==> src/rtl/uart_tx_pkg.sv <==
// Shared UART constants and sizing helpers for the debug-unit serial path.
// Defaults: 8 data bits, one 16-tick stop bit, 16x oversampling.
package uart_tx_pkg;

    localparam int UART_BITS       = 8;
    localparam int UART_SB_TICK    = 16;
    localparam int UART_OVERSAMPLE = 16;

    function automatic int max_int(input int a, input int b);
        return (a > b) ? a : b;
    endfunction

    // Counter width that can hold n-1, never narrower than one bit
    function automatic int cnt_width(input int n);
        return (n > 1) ? $clog2(n) : 1;
    endfunction

endpackage

==> src/rtl/uart_tx.sv <==
// 8N1 UART transmitter: accepts a byte one cycle after the start strobe and holds o_tx_done low for
// (1+DATA_BITS)*OVERSAMPLE+SB_TICK ticks. There is no queue: starts are ignored while busy.
module uart_tx
    import uart_tx_pkg::*;
#(
    parameter int DATA_BITS  = UART_BITS,
    parameter int SB_TICK    = UART_SB_TICK,
    parameter int OVERSAMPLE = UART_OVERSAMPLE
) (
    input  logic                 clk,
    input  logic                 rst,
    input  logic                 i_tick,
    input  logic                 i_tx_start,
    input  logic [DATA_BITS-1:0] i_data,
    output logic                 o_tx,
    output logic                 o_tx_done
);

    localparam int TICK_W = cnt_width(max_int(OVERSAMPLE, SB_TICK));
    localparam int BIT_W  = cnt_width(DATA_BITS);

    localparam logic [TICK_W-1:0] OS_LAST  = TICK_W'(OVERSAMPLE - 1);
    localparam logic [TICK_W-1:0] SB_LAST  = TICK_W'(SB_TICK - 1);
    localparam logic [BIT_W-1:0]  BIT_LAST = BIT_W'(DATA_BITS - 1);

    typedef enum logic [1:0] {
        IDLE  = 2'd0,
        START = 2'd1,
        DATA  = 2'd2,
        STOP  = 2'd3
    } state_e;

    state_e                 state_q;
    logic [DATA_BITS-1:0]   shift_q;
    logic [TICK_W-1:0]      tick_q;
    logic [BIT_W-1:0]       bit_q;
    logic                   tx_q;
    logic                   done_q;

    // The line register is loaded with the level of the state being entered,
    // so o_tx moves on the same edge as state_q.
    always_ff @(posedge clk) begin
        if (!rst) begin
            state_q <= IDLE;
            shift_q <= '0;
            tick_q  <= '0;
            bit_q   <= '0;
            tx_q    <= 1'b1;
            done_q  <= 1'b1;
        end else begin
            case (state_q)
                IDLE: begin
                    tx_q   <= 1'b1;
                    done_q <= 1'b1;
                    if (i_tx_start) begin
                        shift_q <= i_data;
                        tick_q  <= '0;
                        tx_q    <= 1'b0;
                        done_q  <= 1'b0;
                        state_q <= START;
                    end
                end

                START: begin
                    if (i_tick) begin
                        if (tick_q == OS_LAST) begin
                            tick_q  <= '0;
                            bit_q   <= '0;
                            tx_q    <= shift_q[0];
                            state_q <= DATA;
                        end else begin
                            tick_q <= tick_q + 1'b1;
                        end
                    end
                end

                DATA: begin
                    if (i_tick) begin
                        if (tick_q == OS_LAST) begin
                            tick_q  <= '0;
                            shift_q <= shift_q >> 1;
                            if (bit_q == BIT_LAST) begin
                                tx_q    <= 1'b1;
                                state_q <= STOP;
                            end else begin
                                bit_q <= bit_q + 1'b1;
                                tx_q  <= shift_q[1];
                            end
                        end else begin
                            tick_q <= tick_q + 1'b1;
                        end
                    end
                end

                STOP: begin
                    if (i_tick) begin
                        if (tick_q == SB_LAST) begin
                            tick_q  <= '0;
                            tx_q    <= 1'b1;
                            done_q  <= 1'b1;
                            state_q <= IDLE;
                        end else begin
                            tick_q <= tick_q + 1'b1;
                        end
                    end
                end

                default: begin
                    tick_q  <= '0;
                    tx_q    <= 1'b1;
                    done_q  <= 1'b1;
                    state_q <= IDLE;
                end
            endcase
        end
    end

    assign o_tx      = tx_q;
    assign o_tx_done = done_q;

endmodule

==> config.mk <==
export PLATFORM = sky130hd
export DESIGN_NAME = uart_tx
export DESIGN_NICKNAME = d
export VERILOG_FILES = /design/src/rtl/uart_tx_pkg.sv /design/src/rtl/uart_tx.sv
export SDC_FILE = /design/constraint.sdc
export NUM_CORES = 1
export LEC_CHECK = 0
export CORE_ASPECT_RATIO = 0.6
export CORE_MARGIN = 2
export CORE_UTILIZATION = 40
export CTS_BUF_LIST = sky130_fd_sc_hd__clkbuf_8
export CTS_CLUSTER_SIZE = 25
export DETAILED_ROUTE_END_ITERATION = 6
export HOLD_SLACK_MARGIN = 0.03
export SETUP_SLACK_MARGIN = 0.3
export SLEW_MARGIN = 30
export SYNTH_ARGS = -nofsm -noshare
export SYNTH_HDL_FRONTEND = slang
export SYNTH_SLANG_ARGS = --single-unit
==> constraint.sdc <==
create_clock -name clk -period 2.1 [get_ports clk]
set_input_delay 0.21 -clock clk [delete_from_list [all_inputs] [get_ports clk]]
set_output_delay 0.21 -clock clk [all_outputs]
set_load 0.005 [all_outputs]
-- Word-level counts from Yosys, hierarchy flattened
Cells that the tools add are included.
- output and inout bits: 2
- flip-flop bits (word level): 19
- eq/ne operators: 15
- $add $sub $neg: 2
- reductions and logical operators: 11
- muxes and demuxes: 33
- operators by type and width (cell ; number):
    2-to-1 mux 8 bit ; 3
    != test 2 bit (second input constant) ; 9
    2-to-1 mux 2 bit ; 8
    one-hot mux 8 bit (2 select lines) ; 1
    2-to-1 mux 3 bit ; 5
    2-to-1 mux 4 bit ; 3
    AND reduction 6 bit ; 2
    2-to-1 mux 1 bit ; 8
    one-hot mux 2 bit (4 select lines) ; 1
    one-hot mux 4 bit (2 select lines) ; 1
    AND reduction 8 bit ; 1
    one-hot mux 3 bit (2 select lines) ; 1
    nonzero test 2 bit ; 3
    adder 4 x 1 -> 4 bit (second input constant) ; 1
    == test 2 bit (second input constant) ; 2
    == test 4 bit (second input constant) ; 1
    one-hot mux 1 bit (4 select lines) ; 1
    AND reduction 4 bit ; 1
    adder 3 x 1 -> 3 bit (second input constant) ; 1
    == test 3 bit (second input constant) ; 1
    AND reduction 3 bit ; 1
    OR reduction 3 bit ; 1
    == test 2 x 1 -> 1 bit (second input constant) ; 1
    zero test 2 bit ; 1
    other kinds (3) ; 3

-- Logic depth before layout (Yosys ltp)
- word-level depth: 5
- gate-level depth with buffers: 8
- depth with buffers taken out: 6

-- Worst setup path before layout
No wires, ideal clock.
- path kind: reg-to-reg
- start point: reg state_q[0]
- end point: reg shift_q[0]
- data arrival time: 1.507 ns
- setup time: 0.116 ns
- setup slack: 0.477 ns
- path buffers: 2
- clock period less this slack: 1.623 ns
- data required time: 1.984 ns
- stages on the path, launching flop included: 9
- cells stage by stage: dfxtp_1 inv_1 ha_1 nor2b_1 buf_2 a211oi_4 buf_6 nand2_1 o211a_1
- cells in the longest elaborated chain, start to end: 3
- RTL lines (what ; line ; source):
    start: declaration ; uart_tx.sv:33 ; state_e state_q;
    start signal: assignment ; uart_tx.sv:44 ; state_q <= IDLE;
    start signal: assignment ; uart_tx.sv:60 ; state_q <= START;
    start signal: assignment ; uart_tx.sv:70 ; state_q <= DATA;
    == test 2 bit / zero test 2 bit (equally long branches) ; uart_tx.sv:51 ; case (state_q)
    != test 2 bit (no line) / nonzero test 2 bit (equally long branches) ; n/a ;
    AND reduction 4 bit (no line) ; n/a ;
    end signal: assignment ; uart_tx.sv:56 ; shift_q <= i_data;
    end signal: assignment ; uart_tx.sv:81 ; shift_q <= shift_q >> 1;
    end: declaration ; uart_tx.sv:34 ; logic [DATA_BITS-1:0] shift_q;
Parallel ways exist; a longest one is shown, timed or not.
A chain may end at the register's enable or synchronous reset.

-- Worst setup path in the final report
- start point: reg tick_q[0]
- end point: reg shift_q[3]
- cells in the longest elaborated chain, start to end: 3
- RTL lines (what ; line ; source):
    start: declaration ; uart_tx.sv:35 ; logic [TICK_W-1:0] tick_q;
    start signal: assignment ; uart_tx.sv:72 ; tick_q <= tick_q + 1'b1;
    start signal: assignment ; uart_tx.sv:90 ; tick_q <= tick_q + 1'b1;
    start signal: assignment ; uart_tx.sv:103 ; tick_q <= tick_q + 1'b1;
    == test 4 bit ; uart_tx.sv:79 ; if (tick_q == OS_LAST) begin
    != test 2 bit (no line) ; n/a ;
    AND reduction 4 bit (no line) ; n/a ;
No other way between the ends.

==> run summary <==
## Clock tree
- number of buffers created by CTS: 3
- number of hold buffers added after cts: 0
- clock insertion delay at the later pin of the skew report: 0.26 ns
- htree depth: 1
- total setup buffers inserted after CTS: 0
- clock-pin slew on the worst setup and hold paths: 0.07 ns
- clock root buffer: sky130_fd_sc_hd__clkbuf_8
- CTS tree: yes
- maximum number of buffers from clock root to sink: 2
- TritonCTS sink count: 19

## Synth
- cell with the most instances after synthesis: sky130_fd_sc_hd__nand2_1
- portion of the post-synthesis area used by sequential elements: 0.341
- Post-Syn Instances: 122
- number of enable flip-flop cells after synthesis: 0
- synthesized cell area: 1120 um^2
- Post-synth top cells: sky130_fd_sc_hd__nand2_1, sky130_fd_sc_hd__dfxtp_1, sky130_fd_sc_hd__ha_1, sky130_fd_sc_hd__mux2i_1, sky130_fd_sc_hd__o211a_1
- most area-consuming cells after synthesis: sky130_fd_sc_hd__dfxtp_1, sky130_fd_sc_hd__ha_1, sky130_fd_sc_hd__mux2i_1, sky130_fd_sc_hd__nand2_1, sky130_fd_sc_hd__o211a_1
- synth unique cells: 37
- Syn. warnings: 0
- post-synthesis net count: 142
- leading area contributor after synthesis: sky130_fd_sc_hd__dfxtp_1
- Async S/R FF share, synth: 0
- number of register bits inferred by synthesis: 19
- flip-flop cell with the highest count after synthesis: sky130_fd_sc_hd__dfxtp_1
- portion of synthesized cell area occupied by the leading cell type: 0.341
- mean instance size in the synthesized netlist: 9.15 um^2

## Run
- MaxCap Viol Count: 0

## Timing
- slew at the pin closest to its max-slew limit: 0.702 ns
- upper clock frequency limit: 591 MHz
- Slew HR: 0.531
- RSZ-0062 raised after global routing: no
- final setup fails: 0
- final cycle utilization of the critical path: 0.806
- number of pins exceeding their max-slew limit in the final report: 0
- Final Hold Vio Count: 0
- setup total negative slack: 0 ns
- post-layout minimum cycle time: 1.69 ns
- Layout Skew: 0.00557 ns

## Die
- ports placed on the boundary: 14
- effective utilization at floorplan: 0.433
- die width: 72.2 um
- Core Footprint: 2570 um^2
- full die area: 3240 um^2
- die span in y: 44.9 um
- number of cell rows: 14

## Cells and area
- final layout net count: 156
- fraction of final layout cells sized beyond drive strength 1: 0.0963
- # fillers: 232
- post-synthesis to final-layout area growth: 18.8%
- share of the core filled with cells in the final layout: 0.515
- summed area of non-filler cells in the final layout: 1330 um^2
- Post-Layout Cell Count: 167
- antenna diode count: 0

## Detailed routing
- number of vias per cell after detailed routing: 5.50
- routed wirelength normalized by instance count: 13.6 um
- first-pass detailed-route iteration total: 5
- wire length reported by the detailed router: 2280 um
- number of nets with antenna violations after routing: 0
- DRC violations left: 0
- initial detailed-routing violation count: 62
- via count: 919

## Pwr
- Flop pwr share: 0.326
- switching pwr: 0.000611 W
- share of total power in the clock network: 0.155
- proportion of power drawn by combinational gates: 0.519
- Power Internal: 0.000997 W
- total power divided by cell area: 1210 nW/um^2
- switching share of power: 0.380
- static power due to leakage: 0.559 nW
- power after layout: 0.00161 W
- worst supply voltage drop on vdd: 0.510 mV

## Critical path
- critical-path maximum fanout: 14
- kind of end point of the critical path: register
- startpoint kind of the worst setup timing path: register
- reg2reg setup slack: 0.41 ns
- kind of critical path: register to register
- worst path arrival time: 1.84 ns
- required time worst endpoint: 2.24 ns

## Hold path
- class of the worst hold path: register to register

## Status
- status: finished clean

## GRT
- wire length of the first global-routing pass: 4010 um
- overall routing resource usage: 0.166
- maximum number of pins on one net before global-route repair: 21
- Congestion Overflow GR: 0
- vias in the first global route: 870
- antenna violations before repair: 0

## Placed design
- placer congestion estimate: 0.758
- number of buffer cells added on primary ports: 13
- Area after DPL: 1270 um^2
- post-detail-place hpwl: 1670 um
- Placed Cells: 163

[worst paths after layout]
check / from / to / cells past startpoint
worst max-delay path: tick_q[0]$_SDFFE_PN0P_ / shift_q[3]$_SDFFE_PN0P_ / 6
worst min-delay path: o_tx_done$_SDFFE_PN1P_ / o_tx_done$_SDFFE_PN1P_ / 2
worst max register to register: tick_q[0]$_SDFFE_PN0P_ / shift_q[3]$_SDFFE_PN0P_ / 6
worst min register to register: o_tx_done$_SDFFE_PN1P_ / o_tx_done$_SDFFE_PN1P_ / 2
[worst max-delay path, stage by stage (launching register included)]
cell and delay, ns:
sky130_fd_sc_hd__dfxtp_1 0.40, sky130_fd_sc_hd__ha_2 0.29, sky130_fd_sc_hd__nand4_4 0.18, sky130_fd_sc_hd__a211oi_4 0.29, sky130_fd_sc_hd__buf_6 0.18, sky130_fd_sc_hd__nand2_1 0.09
sky130_fd_sc_hd__o211a_1 0.14
[power by group through the flow]
stage | Sequential [W] | Clock, W | Combinational, W
after detailed placement | 0.000529 | 0 | 0.000808
after global placement | 0.000524 | 0 | 0.000798
after floorplan | 0.000512 | 0 | 0.000648
after global routing | 0.000535 | 0.000278 | 0.000944
after CTS | 0.000522 | 0.000260 | 0.000814
final | 0.000524 | 0.000249 | 0.000834
[registers in the layout, summed over array words and instances (netlist names)]
register / count
tick_q: 4
state_q: 2
bit_q: 3
o_tx: 1
o_tx_done: 1
shift_q: 8
[placed cells by master (no fill, tap or decap), drive strengths merged, types with 4 or more instances in the layout]
| master | n |
|---|---|
| a21oi | 4 |
| o211a | 7 |
| ha | 8 |
| inv | 4 |
| nor2b | 5 |
| clkdlybuf4s50 | 13 |
| nand2 | 20 |
| mux2i | 8 |
| dfxtp | 19 |
| o21ai | 6 |
[logic make-up after synthesis]
kind of cell    Yosys count  share of synthesized area
compound gates           37                      0.256
buf+inv                  10                     0.0482
mux                       9                     0.0818
simple gates             39                      0.184
fa+ha+maj                 8                     0.0897
flops                    19                      0.341
[layer usage]
metal / vias to the layer above / track usage / wire length, um
li1: 477 / - / -
met1: 423 / 0.230 / 1220
met2: 15 / 0.244 / 947
met3: 4 / 0.0536 / 87
met4: 0 / 0.0566 / 19
met5: - / 0 / 0
[what timing repair did]
action,CTS,global route
resized for setup,1,4
hold endpoints to repair,0,0
setup endpoints to repair,1,7
[cell type report]
type / instances / area (um^2) / area share
clock buffers: 3 / 41.3 / 0.0311
clock inverters: 1 / 3.75 / 0.00283
inverters: 3 / 11.3 / 0.00849
multi-input cells: 93 / 689 / 0.520
flip-flops and latches: 19 / 380 / 0.287
well taps: 32 / 40.0 / 0.0302
repair buffers: 16 / 160 / 0.121
[stage by stage]
stage / setup WS [ns] / hold WS, ns
detailed placement: 0.144 / 0.472
global route: 0.326 / 0.531
finish: 0.408 / 0.497
global placement: 0.221 / 0.459
CTS: 0.321 / 0.492
floorplan: 0.477 / 0.390
No activity file was read; power rests on OpenSTA's default activity.
